==> src/rtl/instr_fetch_unit.sv <==
// Instruction fetch unit: owns PC and IR, services control-unit fetch strobes
// with a req/ack read of instruction memory and applies control-driven PC loads.
module instr_fetch_unit #(
   parameter logic [31:0] RESET_PC    = 32'h0000_0000,
   parameter int unsigned MEM_TIMEOUT = 15
) (
   input  logic        clock,
   input  logic        r_l,
   input  logic        fetch_req,
   input  logic        pc_write,
   input  logic [1:0]  pc_source,
   input  logic [31:0] alu_result,
   input  logic [31:0] alu_out,
   input  logic [25:0] jump_target,
   output logic [31:0] mem_addr,
   output logic        mem_rd,
   input  logic        mem_ack,
   input  logic [31:0] mem_rdata,
   output logic [31:0] pc_output,
   output logic [31:0] pc_plus4,
   output logic [31:0] ir_out,
   output logic        fetch_busy,
   output logic        fetch_done,
   output logic        fetch_err
);

   localparam int unsigned CNT_W = 8;

   localparam logic [1:0] S_IDLE = 2'd0;
   localparam logic [1:0] S_REQ  = 2'd1;
   localparam logic [1:0] S_DONE = 2'd2;
   localparam logic [1:0] S_ERR  = 2'd3;

   logic [1:0]       r_state;
   logic [31:0]      r_pc;
   logic [31:0]      r_ir;
   logic [31:0]      r_mem_addr;
   logic [CNT_W-1:0] r_cnt;
   logic             r_mem_rd;
   logic             r_busy;
   logic             r_done;
   logic             r_err;

   logic [1:0]       w_state_nxt;
   logic [31:0]      w_pc_nxt;
   logic [31:0]      w_ir_nxt;
   logic [31:0]      w_addr_nxt;
   logic [CNT_W-1:0] w_cnt_nxt;
   logic [31:0]      w_sel_pc;
   logic [31:0]      w_pc_req;

   // PC load source; reserved encoding keeps the current PC
   always_comb begin
      w_sel_pc = r_pc;
      case (pc_source)
         2'b00:   w_sel_pc = alu_result;
         2'b01:   w_sel_pc = alu_out;
         2'b10:   w_sel_pc = {r_pc[31:28], jump_target, 2'b00};
         default: w_sel_pc = r_pc;
      endcase
   end

   // A same-cycle pc_write takes effect before the fetch address is chosen
   assign w_pc_req = pc_write ? w_sel_pc : r_pc;

   always_comb begin
      w_state_nxt = r_state;
      w_pc_nxt    = r_pc;
      w_ir_nxt    = r_ir;
      w_addr_nxt  = r_mem_addr;
      w_cnt_nxt   = r_cnt;
      case (r_state)
         S_REQ: begin
            // PC loads and new fetch strobes are dropped while a read is outstanding
            if (mem_ack) begin
               w_ir_nxt    = mem_rdata;
               w_pc_nxt    = r_pc + 32'd4;
               w_state_nxt = S_DONE;
            end else if (r_cnt == CNT_W'(MEM_TIMEOUT - 1)) begin
               w_state_nxt = S_ERR;
            end else begin
               w_cnt_nxt = r_cnt + CNT_W'(1);
            end
         end
         default: begin
            w_pc_nxt = w_pc_req;
            if (fetch_req) begin
               if (w_pc_req[1:0] == 2'b00) begin
                  w_state_nxt = S_REQ;
                  w_addr_nxt  = w_pc_req;
                  w_cnt_nxt   = '0;
               end else begin
                  w_state_nxt = S_ERR;
               end
            end else if (r_state == S_DONE) begin
               w_state_nxt = S_IDLE;
            end
         end
      endcase
   end

   // Status outputs are registered from the next state so they align with r_state
   always_ff @(posedge clock or negedge r_l) begin
      if (!r_l) begin
         r_state    <= S_IDLE;
         r_pc       <= RESET_PC;
         r_ir       <= '0;
         r_mem_addr <= '0;
         r_cnt      <= '0;
         r_mem_rd   <= 1'b0;
         r_busy     <= 1'b0;
         r_done     <= 1'b0;
         r_err      <= 1'b0;
      end else begin
         r_state    <= w_state_nxt;
         r_pc       <= w_pc_nxt;
         r_ir       <= w_ir_nxt;
         r_mem_addr <= w_addr_nxt;
         r_cnt      <= w_cnt_nxt;
         r_mem_rd   <= (w_state_nxt == S_REQ);
         r_busy     <= (w_state_nxt == S_REQ);
         r_done     <= (w_state_nxt == S_DONE);
         r_err      <= (w_state_nxt == S_ERR);
      end
   end

   assign mem_addr   = r_mem_addr;
   assign mem_rd     = r_mem_rd;
   assign pc_output  = r_pc;
   assign pc_plus4   = r_pc + 32'd4;
   assign ir_out     = r_ir;
   assign fetch_busy = r_busy;
   assign fetch_done = r_done;
   assign fetch_err  = r_err;

endmodule

==> config.mk <==
export PLATFORM = sky130hd
export DESIGN_NAME = instr_fetch_unit
export DESIGN_NICKNAME = d
export VERILOG_FILES = /design/src/rtl/instr_fetch_unit.sv
export SDC_FILE = /design/constraint.sdc
export NUM_CORES = 1
export LEC_CHECK = 0
export CORE_ASPECT_RATIO = 0.9
export CORE_MARGIN = 2
export CORE_UTILIZATION = 43
export DETAILED_ROUTE_END_ITERATION = 12
export GPL_ROUTABILITY_DRIVEN = 0
export PLACE_DENSITY_LB_ADDON = 0.12
export SYNTH_ARGS = -nofsm -noshare
export SYNTH_HDL_FRONTEND = slang
export SYNTH_SLANG_ARGS = --single-unit
==> constraint.sdc <==
create_clock -name clock -period 2.9 [get_ports clock]
set_input_delay 0.58 -clock clock [delete_from_list [all_inputs] [get_ports clock]]
set_output_delay 0.58 -clock clock [all_outputs]
set_load 0.05 [all_outputs]
==> out/results.ini, run 1 <==
[status]
status = completed

[timing]
final_hold_viol_count = 0
maxSlewViolCount = 0
max_freq_mhz = 355.7
rsz0062_at_grt = yes
fin_tns_setup_ns = 0
worst_pin_slew_ns = 1.068
relSlewSlack = 0.2784
skew_ns = 0.008048
min_period_ns = 2.812
fin_crit_sh = 0.9696
finalSetupViolCount = 0
setup_ws_ns = 0.08829

[synth]
synth_area_sq_um = 6138
ys_warn_count = 0
postSynthAreaPerCell_sq_um = 8.597
ys_async_sr_fraction = 1.000
yosys-top-cells-area = dfrtp_1 44%, nand2_1 11%, mux2_2 3.7%, o21ai_0 3.6%, nor2_1 3.0%
yosysSeqAreaShare = 0.4444
ys_types = 61
synth_top_area_frac = 0.4444
synth_edf_count = 0
synthFlopType = dfrtp_1
synth_cells = 714
ys_ff_latch = 109
synth_area_leader_cell = dfrtp_1
syn_nets = 846

[place]
place_ws_ns = 0.1021
portBuffers = 260
hpwl_mm = 16.23
placed_cells = 1142
dpl_cell_area_sq_um = 9407

[floorplan]
dieArea_sq_um = 15250
rows = 41
die_y_um = 117.4
io_pins = 261
die_x_um = 129.9
start_util = 0.4383
fp.coreArea_sq_um = 14000

[cells_and_area]
final_cells = 1171
layout-drive-gt1-share = 0.1748
layout.nets = 1106
num-fill-cells = 1076
antenna_cells = 0
design_area_sq_um = 9893
syn_to_final_growth_pct = 61.17

[clock_network]
cts_tree = done
cts_buffers = 9
clkSinkCount = 109
clk_pin_slew_ns = 0.07
clkLatencyLatePin_ns = 0.36
clockRootBuffer = clkbuf_16
cts.path.max_buffers = 2
htree_num_levels = 3
hold_buffers = 0

[run]
cap_violations = 0

[global_route]
grt_first_pass_wirelength_mm = 34.48
grt_use_total = 0.2900
globalRoute.totalOverflow = 0
antenna_found_initial = 0
grt_max_degree = 59
grt_pass1_vias = 6418

[power]
p_comb_frac = 0.666
internal-power_mw = 6.057
total_leakage_power_nw = 4.248
pwr-share-seq = 0.229
peakVddDrop_uv = 771.4
switching_share = 0.5212
clockPowerShare = 0.105
cellPowerDensity_nw_per_um2 = 1279
p_sw_mw = 6.594

[drt]
vias = 6394
drcViolationCount = 0
routed_via_density = 5.460
drt-total-wl_mm = 21.98
first_pass_iters = 5
drtIter0Drc = 349
avgRoutedWirePerCell_um = 18.77
detail-route-antenna-nets = 0

[worst_setup_path]
crit_type = reg2out
timing.rr.start = pc_output[3]
r2r_slack_ns = 0.65
cp_slowest_cell = dfrtp_2
startpoint = pc_output[3]
crit_chain = ha_2 > and4_4 > nand2_1 > nor3_4 > and3_1 > xor2_2 > buf_12
cp-start-kind = flip-flop
crit_fanout = 6
crit_required_ns = 2.32
cp_data_arrival_time_ns = 2.23
worstSetupEndpointType = primary output
slowest_delay_ns = 0.42

[hold_path]
hp-class = in2async

[layer usage]
layer  GRT usage  vias to the layer above  routed length (um)
met5           0                        -                   0
met4      0.1210                        0                 833
met1      0.3748                     3033                8779
met3     0.06524                       59                1930
met2      0.4676                      327               10430
li1            -                     2975                   -
[final cells by class]
type | instances | area (sq um) | share of cell area
Clock buffer | 10 | 239.0 | 0.02416
Clock inverter | 5 | 75.07 | 0.007588
Inverter | 7 | 26.28 | 0.002656
Multi-Input combinational cell | 540 | 3366 | 0.3402
Sequential cell | 109 | 2743 | 0.2772
Tap cell | 193 | 241.5 | 0.02441
Timing Repair Buffer | 307 | 3203 | 0.3238
[path summary, 6_finish.rpt]
path	end	cells after the start
setup / recovery	pc_plus4[18]	7
setup reg to reg	pc_output[26]	7
min in group clock	ir_out[4]	2
max in group asynchronous	ir_out[4]	2
hold reg to reg	ir_out[4]	2
hold / removal	mem_addr[17]	1
[state kept, by name (all words and copies together) (netlist names)]
register    cells
pc_output      32
fetch_busy      1
r_cnt           8
r_state         2
fetch_done      1
fetch_err       1
mem_addr       32
ir_out         32
[layout by cell type (no fill, tap or decap), types with 3 or more instances in the layout]
cell             count
clkdlybuf4s50_1    230
nand2_1            186
dfrtp_1             97
buf_4               50
nor2_1              46
o21ai_0             44
o22ai_1             26
buf_12              26
mux2_2              20
nand3_1             17
mux2i_1             14
a21oi_1             14
xor2_1              13
dfrtp_2             12
xnor2_1             10
nand4_1              9
nor3_1               9
clkbuf_16            9
xnor2_2              8
and2_1               8
inv_1                7
a211oi_1             7
and3_1               6
o31ai_1              6
nand2b_1             5
and4_1               4
nand3_2              4
xor2_2               4
or2_2                4
a21boi_0             4
a31oi_1              4
nand4_2              3
nor2_2               3
xnor2_4              3
o211ai_1             3
o21ai_1              3
o311ai_0             3
a311oi_1             3
clkinv_2             3
[power groups by stage]
stage | Clock (mW) | Sequential, mW | Combinational, mW
CTS | 1.35 | 2.92 | 8.26
finish | 1.33 | 2.89 | 8.43
global route | 1.41 | 2.98 | 8.82
global placement | 0 | 2.91 | 8.07
floorplan | 0 | 4.92 | 2.97
detailed placement | 0 | 2.94 | 8.16
[what timing repair did]
item	in CTS	in global routing
pin swaps	1	1
gates resized for setup	13	12
setup buffers	3	11
endpoints found under the setup margin	9	13
endpoints found under the hold margin	0	0
[Yosys cell counts, types with 4 or more instances]
cell type  number
or2_2           4
nand4_1         9
xor2_1         19
and2_1          8
xnor2_1        21
and4_1          6
and3_1          6
o21ai_0        44
buf_1           6
nand3_1        20
nand2_1       186
or3_1           4
a21oi_1        14
mux2i_1        14
mux2_2         20
nand2b_1        5
buf_4           4
inv_1           7
dfrtp_1       109
o31ai_1         6
a31oi_1         4
a211oi_1        7
o22ai_1        26
buf_2          16
a21boi_0        4
nor3_1         12
clkbuf_1       29
nor2_1         49
[worst max-delay path, delay by kind of cell (launching register included)]
kind | cells | cell delay, ns
DFF | 1 | 0.42
and+or+nand+nor | 4 | 0.85
adders and majority gates | 1 | 0.25
xor gates and xnor gates | 1 | 0.21
buffers and inverters | 1 | 0.16
[through the flow]
step | util | hold WS (ns) | power (mW)
final | 0.7064 | 0.2257 | 12.65
after global routing | 0.7064 | 0.2614 | 13.21
after global placement | 0.6717 | 0.4581 | 10.98
after detailed placement | 0.6717 | 0.4617 | 11.11
after floorplan | - | 0.2844 | 7.884
after CTS | 0.6983 | 0.2399 | 12.52
[logic make-up (layout without fill, tap and decap cells)]
kind of cell	Yosys count	in the layout	synth area share
AO/OA/AOI/OAI	135	135	0.1396
multiplexers	34	34	0.05952
buffers and inverters	65	329	0.04709
flip-flops	109	109	0.4444
adder cells (fa/ha/maj)	3	3	0.006116
AND/OR/NAND/NOR	328	328	0.2462
XOR/XNOR	40	40	0.05707
No activity file was read; power rests on OpenSTA's default activity.
==> inputs of run 2 (changes only) <==
--- a/config.mk
+++ b/config.mk
@@ -5,9 +5,10 @@
 export SDC_FILE = /design/constraint.sdc
 export NUM_CORES = 1
 export LEC_CHECK = 0
+export ABC_AREA = 1
 export CORE_ASPECT_RATIO = 0.9
 export CORE_MARGIN = 2
-export CORE_UTILIZATION = 43
+export CORE_UTILIZATION = 39
 export DETAILED_ROUTE_END_ITERATION = 12
 export GPL_ROUTABILITY_DRIVEN = 0
 export PLACE_DENSITY_LB_ADDON = 0.12
==> constraint.sdc (replaced) <==
create_clock -name clock -period 2.43 [get_ports clock]
set_input_delay 0.486 -clock clock [delete_from_list [all_inputs] [get_ports clock]]
set_output_delay 0.486 -clock clock [all_outputs]
set_load 0.05 [all_outputs]
==> out/results.ini, run 2 <==
[place]
hpwl_mm = 17.00
portBuffers = 260
place_ws_ns = 0.1787

[clock_network]
htree_num_levels = 3
clkLatencyLatePin_ns = 0.37
clk_pin_slew_ns = 0.08
cts_tree = done
cts.path.max_buffers = 2
cts_buffers = 9
clockRootBuffer = clkbuf_16
hold_buffers = 0
clkSinkCount = 109

[drt]
first_pass_iters = 5
routed_via_density = 4.894
avgRoutedWirePerCell_um = 15.67
drcViolationCount = 0
drtIter0Drc = 376
vias = 6851
drt-total-wl_mm = 21.94
detail-route-antenna-nets = 0

[cells_and_area]
layout-drive-gt1-share = 0.1227
antenna_cells = 0
syn_to_final_growth_pct = 62.95
layout.nets = 1325
mostFrequentLayoutCells = 439 x nand2_1, 229 x clkdlybuf4s50_1, 100 x dfrtp_1
final_common_cell = nand2_1
num-fill-cells = 1334
final_core_util = 0.6519

[worst_setup_path]
cp_data_arrival_time_ns = 1.88
worstSetupEndpointType = primary output
crit_chain = ha_1 > inv_1 > nor2_4 > inv_1 > nor2_4 > nand2_1 > nand2_1 > nand2_2 > buf_12
crit_type = reg2out
cp-start-kind = flip-flop
slowest_delay_ns = 0.41
cp_slowest_cell = dfrtp_2
crit_required_ns = 1.94
cp_top_family = simple AND/OR/NAND/NOR gates
cp.buffers_inverters = 3
crit_fanout = 4

[synth]
postSynthAreaPerCell_sq_um = 6.766
synth_cells = 913
yosys-top-cells-area = dfrtp_1 44%, nand2_1 27%, nand3_1 5.3%, nor2_1 4.7%, inv_1 3.1%
synth_top_area_frac = 0.4416
synth_edf_count = 0
ys_ff_latch = 109
synth_area_sq_um = 6177
ys_types = 29
syn_nets = 1045
synth_common_cells = 446 x nand2_1, 109 x dfrtp_1, 77 x nor2_1
synthFlopType = dfrtp_1
synth_area_leader_cell = dfrtp_1
yosysMostFrequentCell = nand2_1
ys_warn_count = 0
ys_async_sr_fraction = 1.000
yosysSeqAreaShare = 0.4416

[timing]
relSlewSlack = 0.6177
setup_ws_ns = 0.06234
skew_ns = 0.009143
rsz0062_at_grt = yes
fin_crit_sh = 0.9743
finalSetupViolCount = 0
worst_pin_slew_ns = 0.5716
max_freq_mhz = 422.4
final_hold_viol_count = 0
maxSlewViolCount = 0
min_period_ns = 2.368

[floorplan]
io_pins = 261
dieArea_sq_um = 16860
start_util = 0.4000
fp.coreArea_sq_um = 15440
rows = 43
die_y_um = 123.4
die_x_um = 136.7

[global_route]
globalRoute.totalOverflow = 0
antenna_found_initial = 0
grt_use_total = 0.2600
grt_pass1_vias = 6606
grt_first_pass_wirelength_mm = 33.96
grt_max_degree = 48

[status]
status = completed

[power]
cellPowerDensity_nw_per_um2 = 1483
total_leakage_power_nw = 4.724
total_power_mw = 14.93
peakVddDrop_uv = 1056

[hold_path]
hp-class = in2async

[run]
cap_violations = 0

## run 2: logic make-up (layout without fill, tap and decap cells)
logic type / Yosys count / count (layout) / share of synthesized area
buffers and inverters: 96 / 381 / 0.06462
flip-flops: 109 / 109 / 0.4416
AO/OA/AOI/OAI: 81 / 81 / 0.07231
adder cells (fa/ha/maj): 3 / 3 / 0.006077
XOR/XNOR: 18 / 18 / 0.02552
AND/OR/NAND/NOR: 606 / 606 / 0.3899
## run 2: path summary, 6_finish.rpt
kind / cells past startpoint / end / slack (ns) / startpoint
max reg2reg: 11 / pc_output[30] / 0.73 / pc_output[3]
max: 9 / pc_plus4[30] / 0.06 / pc_output[3]
max in group asynchronous: 2 / pc_output[4] / 1.70 / r_l
min reg2reg: 2 / mem_addr[3] / 0.48 / mem_addr[3]
min: 1 / mem_addr[15] / 0.11 / r_l
min in group clock: 2 / mem_addr[3] / 0.48 / mem_addr[3]
## run 2: per-layer routing
layer / wire length, um / track usage / vias up
li1: - / - / 3416
met1: 8668 / 0.3066 / 3180
met2: 11000 / 0.4538 / 219
met3: 1754 / 0.07872 / 36
met4: 520 / 0.08268 / 0
met5: 0 / 0 / -
## run 2: what timing repair did
item,4_1_cts,5_1_grt
pin swaps,1,4
endpoints found under the setup margin,14,21
buffers inserted,2,9
resized for setup,10,14
## run 2: final cells by class
type	count	area [sq um]	share of cell area
repair buffers	308	3298	0.3277
multi-input cells	708	3261	0.3239
flip-flops and latches	109	2739	0.2721
well taps	202	252.7	0.02511
clock buffers	9	225.2	0.02237
inverters	57	214.0	0.02126
clock inverters	7	76.32	0.007582
## run 2: per-stage QoR
stage	TNS (ns)	area (sq um)	instances	hold slack, ns
after floorplan	-0.03420	6325	913	0.1904
final	0	10070	1400	0.1092
after detailed placement	0	9620	1373	0.4640
after global placement	0	9620	1373	0.4613
after global routing	-0.1239	10070	1400	0.1375
after CTS	0	9968	1391	0.1165
## run 2: report_power, final
part | internal [mW] | switching, mW | leakage [nW] | total (mW)
registers | 2.62 | 0.707 | 1.36 | 3.32
clock network | 0.731 | 0.766 | 0.145 | 1.50
logic | 3.60 | 6.51 | 3.22 | 10.1
